**src/rtl/ser_rx4b_pkg.sv**
```systemverilog
// Shared framing definitions for the 4-bit serial link (receiver and framer side).
// Latency: n/a (types and constants only).
// Backpressure: n/a.
package ser_rx4b_pkg;

  // Receiver framing FSM encodings
  typedef enum logic [1:0] {
    ST_IDLE = 2'd0,
    ST_DATA = 2'd1,
    ST_PAR  = 2'd2,
    ST_STOP = 2'd3
  } rx_state_e;

  // Line levels of the frame delimiters; the line rests low between frames
  localparam logic START_BIT = 1'b1;
  localparam logic STOP_BIT  = 1'b0;
  localparam logic IDLE_LVL  = 1'b0;

endpackage

```
**src/rtl/ser_rx4b_rx_hold_buf.sv**
```systemverilog
// Holding register for received words: q/valid with ack handshake and overrun flag.
// Latency: a completed word appears on q/valid one clk after word_vld_i.
// Backpressure: none; a new word overwrites an unacked one and pulses ovr_o.
module rx_hold_buf #(
  parameter int WIDTH = 4
) (
  input  logic             clk,
  input  logic             reset_L,
  input  logic             word_vld_i,
  input  logic [WIDTH-1:0] word_dat_i,
  input  logic             ack_i,
  output logic [WIDTH-1:0] q_o,
  output logic             valid_o,
  output logic             ovr_o
);

  logic [WIDTH-1:0] q_q;
  logic             valid_q;
  logic             ovr_q;

  // Load new words, retire acked words, flag words lost to overwrite
  always_ff @(posedge clk) begin
    if (!reset_L) begin
      q_q     <= '0;
      valid_q <= 1'b0;
      ovr_q   <= 1'b0;
    end else begin
      ovr_q <= 1'b0;
      if (word_vld_i) begin
        q_q     <= word_dat_i;
        valid_q <= 1'b1;
        // Same-cycle ack consumes the old word, so nothing is lost
        ovr_q   <= valid_q && !ack_i;
      end else if (valid_q && ack_i) begin
        valid_q <= 1'b0;
      end
    end
  end

  assign q_o     = q_q;
  assign valid_o = valid_q;
  assign ovr_o   = ovr_q;

endmodule

```
**src/rtl/ser_rx4b.sv**
```systemverilog
// Serial receiver: start / WIDTH data / optional even parity / stop, checked and held on q.
// Latency: q/valid update one clk after the stop-bit strobe edge; error pulses likewise.
// Backpressure: none; the line is never stalled, unacked words are overwritten (ovr).
module ser_rx4b
  import ser_rx4b_pkg::*;
#(
  parameter int WIDTH     = 4,
  parameter int PARITY_EN = 1
) (
  input  logic             clk,
  input  logic             reset_L,
  input  logic             enb,
  input  logic             dir,
  input  logic             s_in,
  input  logic             ack,
  output logic [WIDTH-1:0] q,
  output logic             valid,
  output logic             err_par,
  output logic             err_frm,
  output logic             ovr
);

  localparam int CW = (WIDTH > 2) ? $clog2(WIDTH) : 1;

  rx_state_e        state_q, state_d;
  logic [CW-1:0]    cnt_q, cnt_d;
  logic [WIDTH-1:0] sr_q, sr_d;
  logic             dir_q, dir_d;
  logic             par_q, par_d;
  logic             err_par_q, err_frm_q;
  logic             good_w, perr_w, ferr_w;

  // Framing FSM state and datapath registers; error flags are registered pulses
  always_ff @(posedge clk) begin
    if (!reset_L) begin
      state_q   <= ST_IDLE;
      cnt_q     <= '0;
      sr_q      <= '0;
      dir_q     <= 1'b0;
      par_q     <= 1'b0;
      err_par_q <= 1'b0;
      err_frm_q <= 1'b0;
    end else begin
      state_q   <= state_d;
      cnt_q     <= cnt_d;
      sr_q      <= sr_d;
      dir_q     <= dir_d;
      par_q     <= par_d;
      err_par_q <= perr_w;
      err_frm_q <= ferr_w;
    end
  end

  // Next-state and frame evaluation; everything holds on cycles without a strobe
  always_comb begin
    state_d = state_q;
    cnt_d   = cnt_q;
    sr_d    = sr_q;
    dir_d   = dir_q;
    par_d   = par_q;
    good_w  = 1'b0;
    perr_w  = 1'b0;
    ferr_w  = 1'b0;
    if (enb) begin
      case (state_q)
        ST_IDLE: begin
          if (s_in == START_BIT) begin
            dir_d   = dir;
            cnt_d   = '0;
            state_d = ST_DATA;
          end
        end
        ST_DATA: begin
          sr_d  = dir_q ? {s_in, sr_q[WIDTH-1:1]} : {sr_q[WIDTH-2:0], s_in};
          cnt_d = cnt_q + CW'(1);
          if (cnt_q == CW'(WIDTH - 1)) begin
            state_d = (PARITY_EN != 0) ? ST_PAR : ST_STOP;
          end
        end
        ST_PAR: begin
          par_d   = s_in;
          state_d = ST_STOP;
        end
        default: begin
          state_d = ST_IDLE;
          // A bad stop bit outranks a parity mismatch
          if (s_in != STOP_BIT) begin
            ferr_w = 1'b1;
          end else if ((PARITY_EN != 0) && ((^sr_q) ^ par_q)) begin
            perr_w = 1'b1;
          end else begin
            good_w = 1'b1;
          end
        end
      endcase
    end
  end

  rx_hold_buf #(.WIDTH(WIDTH)) u_hold (
    .clk        (clk),
    .reset_L    (reset_L),
    .word_vld_i (good_w),
    .word_dat_i (sr_q),
    .ack_i      (ack),
    .q_o        (q),
    .valid_o    (valid),
    .ovr_o      (ovr)
  );

  assign err_par = err_par_q;
  assign err_frm = err_frm_q;

endmodule
```
**config.mk**
```make
export PLATFORM = sky130hd
export DESIGN_NAME = ser_rx4b
export DESIGN_NICKNAME = d
export VERILOG_FILES = /design/src/rtl/ser_rx4b_pkg.sv /design/src/rtl/ser_rx4b_rx_hold_buf.sv /design/src/rtl/ser_rx4b.sv
export SDC_FILE = /design/constraint.sdc
export NUM_CORES = 1
export LEC_CHECK = 0
export BUFFER_PORTS_ARGS = -buffer_cell sky130_fd_sc_hd__buf_4
export CAP_MARGIN = 25
export CORE_UTILIZATION = 53
export DETAILED_ROUTE_END_ITERATION = 8
export PLACE_DENSITY = 0.78
export SLEW_MARGIN = 15
export SYNTH_ARGS = -nofsm -noshare
export SYNTH_HDL_FRONTEND = slang
export SYNTH_SLANG_ARGS = --single-unit
```
**constraint.sdc**
```tcl
create_clock -name clk -period 1.95 [get_ports clk]
set_input_delay 0.39 -clock clk [delete_from_list [all_inputs] [get_ports clk]]
set_output_delay 0.39 -clock clk [all_outputs]
set_load 0.01 [all_outputs]
```
# [Word-level counts from Yosys, hierarchy flattened]
# Cells that the tools add are included.
[op_classes] n_mux=14 bitwise=3 n_addsub=1 n_eq_ne=5 n_reduce_logical=16
[ops] operator="$reduce_and A3 Y1" n=3
[ops] operator="$mux W1" n=8
[ops] operator="$mux W2" n=3
[ops] operator="$pmux W2 S3" n=1
[ops] operator="$reduce_and A2 Y1" n=3
[ops] operator="$reduce_or A6 Y1" n=1
[ops] operator="$reduce_or A5 Y1" n=1
[ops] operator="$eq A2 B2 Y1 const B" n=2
[ops] operator="$mux W4" n=1
[ops] operator="$ne A2 B2 Y1 const B" n=2
[ops] operator="$pmux W2 S2" n=1
[ops] operator="$reduce_bool A2 Y1" n=2
[ops] operator="$reduce_xor A4 Y1" n=1
[ops] operator="$reduce_or A3 Y1" n=1
[ops] operator="$add A2 B1 Y2 const B" n=1
[ops] operator="$eq A2 B1 Y1 const B" n=1
[ops] operator="$logic_and A1 B1 Y1" n=2
[ops] operator="$logic_not A2 Y1" n=1
[ops] operator="$not A1 Y1" n=2
[ops] operator="$logic_not A1 Y1" n=1
[ops] operator="$xor A1 B1 Y1" n=1
[word_totals] out_inout_bits=8 word_cells=49 regBits=18 in_bits=6

# [Depth between registers and ports, before layout]
[depth] ltp_word=7 ltp_mapped=6 mapped_depth_nobuf=6

# [Modules after synthesis]
# From an unflattened synthesis, not the netlist that was laid out.
[unflattened] cells_unflattened=90 hier_area_um2=888.4
[modules_own_cells] module="ser_rx4b" n_inst=1 cells_each=72 seq_area_each_um2=240.2 area_each_um2=670.6
[modules_own_cells] module="rx_hold_buf" n_inst=1 cells_each=18 seq_area_each_um2=120.1 area_each_um2=217.7

# [Worst setup path after synthesis]
# No wires, ideal clock.
[synth_timing] path_type="reg2reg" startpoint="register state_q[0]" endpoint="register state_q[0]" path_stages_with_launch=7 setup_slack_ns=0.464 arrival_ns=1.410 n_path_buf=0 setup_ns=0.076 synth_period_minus_slack_ns=1.486 path_cell_list="dfxtp_1 > inv_1 > ha_1 > nand2b_1 > nand3_1 > or3_1 > a21boi_0"
[synth_via] elab_chain_cells=3
[synth_lines] element="start: declaration" line="ser_rx4b.sv:25" source="rx_state_e state_q, state_d;"
[synth_lines] element="start signal: assignment" line="ser_rx4b.sv:44" source="state_q <= state_d;"
[synth_lines] element="$eq A2 B1 Y1 / $logic_not A2 Y1 (equally long branches)" line="ser_rx4b.sv:65" source="case (state_q)"
[synth_lines] element="$ne A2 B2 Y1 (no line)"
[synth_lines] element="$reduce_and A3 Y1 (no line)"
# Parallel ways exist; a longest one is shown, timed or not.
# A chain may end at the register's enable or synchronous reset.

# [Worst setup path in the final report]
# Same ends and word-level chain as after synthesis.

==> results.sh <==
export IMPL_worst_path_buf_inv=1
export IMPL_cts_root_buf="clkbuf_4"
export IMPL_fmax_mhz=592
export IMPL_final_area_um2=1020
export IMPL_place_area_um2=987
export IMPL_max_vdd_ir_drop_uv=513
export IMPL_cts_htree_levels=1
export IMPL_post_synth_top_count_cell="dfxtp_1"
export IMPL_coreArea_um2=1540
export IMPL_num_vias=642
export IMPL_cp_end_kind="flop"
export IMPL_wl_per_cell_um=12.0
export IMPL_diodes=0
export IMPL_via_per_inst=5.31
export IMPL_cts_sinks=18
export IMPL_synth_area_top_cells="dfxtp_1, mux2i_1, nand2_1"
export IMPL_hpwl_mm=1.11
export IMPL_grt_max_degree=22
export IMPL_ys_flop_type="dfxtp_1"
export IMPL_drc_errors=0
export IMPL_gp_congestion=0.740
export IMPL_ys_ff_latch=18
export IMPL_ff2ff_setup_slack_ns=0.26
export IMPL_cp_required_ns=2.17
export IMPL_path_cells="inv_1 > ha_1 > nand2b_1 > nand3_1 > or3_1 > a21boi_0"
export IMPL_async_flop_share_pct=0
export IMPL_cts_tree="done"
export IMPL_yosys_cell_types_count=28
export IMPL_synth_common_cells="dfxtp_1, nand2_1, mux2i_1"
export IMPL_power_leakage_nw=0.469
export IMPL_syn_avg_cell_area_um2=9.53
export IMPL_clock_path_buffers=2
export IMPL_rsz0062_at_grt="no"
export IMPL_antenna_found_initial=0
export IMPL_drive_above_1_share_pct=18.1
export IMPL_start_util_pct=58.1
export IMPL_path_clk_slew_ns=0.10
export IMPL_io_pins=14
export IMPL_cts_resized_gates=0
export IMPL_postCtsSetupRepairBufs=0
export IMPL_die_x_um=43.1
export IMPL_yosysWarningCount=0
export IMPL_rows=14
export IMPL_finClkSkew_ns=0.00326
export IMPL_drv_cap=0
export IMPL_seq_area_frac_synth_pct=40.2
export IMPL_totalWireLength_mm=1.46
export IMPL_outcome="complete, no violations"
export IMPL_path_delay_family="simple AND/OR/NAND/NOR gates"
export IMPL_port_buffer_count=13
export IMPL_clk_latency_ns=0.29
export IMPL_worstPathArrival_ns=1.90
export IMPL_nNetsFinal=117
export IMPL_synth_cells=94
export IMPL_setup_violations_final=0
export IMPL_synth_nets=105
export IMPL_numCtsBuffers=3
export IMPL_grt_ovfl_total=0
export IMPL_tns_ns=0
export IMPL_dieHeight_um=43.1
export IMPL_hold_violations=0
export IMPL_grt_pass1_wl_mm=2.60
export IMPL_grt_pass1_vias=637
export IMPL_holdCritPathClass="in2reg"
export IMPL_synth_edff_count=0
export IMPL_areaGrowthSynthToFinish_pct=14.2
export IMPL_post_synth_top_area_fraction_pct=40.2
export IMPL_dieArea_um2=1860
export IMPL_path_max_fanout=6
export IMPL_period_minus_slack_ns=1.69
export IMPL_final_antenna_net_count=0
export IMPL_fill_cells=144
export IMPL_ctsHoldBuffers=0
export IMPL_drt_iter0_markers=7
export IMPL_maxSlewHeadroom_pct=77.4
export IMPL_synth_area_um2=896
export IMPL_drt_pass1_iterations=4
export IMPL_grt_util_all_layers_pct=18.8
export IMPL_startpoint_type="flop"
export IMPL_max_stage_delay_ns=0.41
export IMPL_min_period_over_period_pct=86.6
export IMPL_worstMarginPinSlew_ns=0.338
export IMPL_crit_type="reg2reg"
export IMPL_p_per_area_nw_per_um2=714
export IMPL_critPathSlowestCell="dfxtp_1"
export IMPL_final_max_slew_violation_count=0
export IMPL_netlist_top_cell_by_area="dfxtp_1"
## layer usage
| metal | wire length [um] | vias up | global-route usage, % |
|---|---|---|---|
| met5 | 0 | - | 0 |
| met4 | 25 | 0 | 9.09 |
| met3 | 33 | 4 | 3.83 |
| met2 | 739 | 7 | 35.2 |
| met1 | 659 | 291 | 19.3 |
| li1 | - | 340 | - |
## per-stage QoR
stage          total power, mW  hold WS, ns  setup slack (ns)  utilization (%)  instances
6_report                 0.731        0.363             0.262             66.4        121
5_1_grt                  0.771        0.411             0.147             66.4        121
4_1_cts                  0.742        0.356             0.230             66.4        121
3_5_place_dp             0.519        0.449             0.254             64.0        117
3_3_place_gp             0.514        0.444             0.326             64.0        117
2_1_floorplan            0.493        0.464             0.464                -         94
## logic make-up after synthesis
kind of cell / Yosys count / share of synthesized area [%]
mux: 12 / 13.4
flops: 18 / 40.2
fa+ha+maj: 5 / 6.98
simple gates: 38 / 22.3
xor+xnor: 3 / 4.47
buf+inv: 8 / 3.77
compound gates: 10 / 8.80
## power breakdown
| group | internal [mW] | switching, mW |
|---|---|---|
| clock | 0.114 | 0.110 |
| combinational | 0.0534 | 0.0577 |
| sequential | 0.381 | 0.0159 |
## placed cells by master, fill, tap and decap left out, types with 2 or more instances in the layout
master    netlist  final
buf_4           1     13
clkbuf_4        0      3
dfxtp_1        18     18
ha_1            5      5
inv_1           2      2
mux2i_1        12     12
nand2_1        17     17
nand2b_1        3      3
nand3_1         3      3
nor2_1          2      2
nor2b_1         5      5
o211a_1         4      4
o21ai_0         2      2
## worst reg2reg max path: cells and delay by family (launching register included)
kind	cells	cell delay [ns]
AO/OA/AOI/OAI	1	0.17
AND/OR/NAND/NOR	3	0.69
buffers and inverters	1	0.08
flip-flops	1	0.41
adder cells (fa/ha/maj)	1	0.28
## worst paths after layout
path / cells past startpoint / from / end
setup / recovery: 6 / state_q[0] / state_q[0]
hold / removal: 3 / dir / dir_q
setup reg to reg: 6 / state_q[0] / state_q[0]
hold reg to reg: 2 / u_hold.q_o[2] / u_hold.q_o[2]
## registers in the layout, indices dropped and copies added (netlist names)
register and flops:
state_q 2, u_hold.valid_o 1, sr_q 4, err_par 1, u_hold.q_o 4, u_hold.ovr_o 1, par_q 1, cnt_q 2
dir_q 1, err_frm 1
## cell type report
class / count / area, um2 / area share (%)
clock buffers: 4 / 36.3 / 3.55
inverters: 2 / 7.51 / 0.733
multi-input cells: 68 / 502 / 49.0
flip-flops and latches: 18 / 360 / 35.2
well taps: 16 / 20.0 / 1.96
repair buffers: 13 / 97.6 / 9.54
No activity file was read; power rests on OpenSTA's default activity.
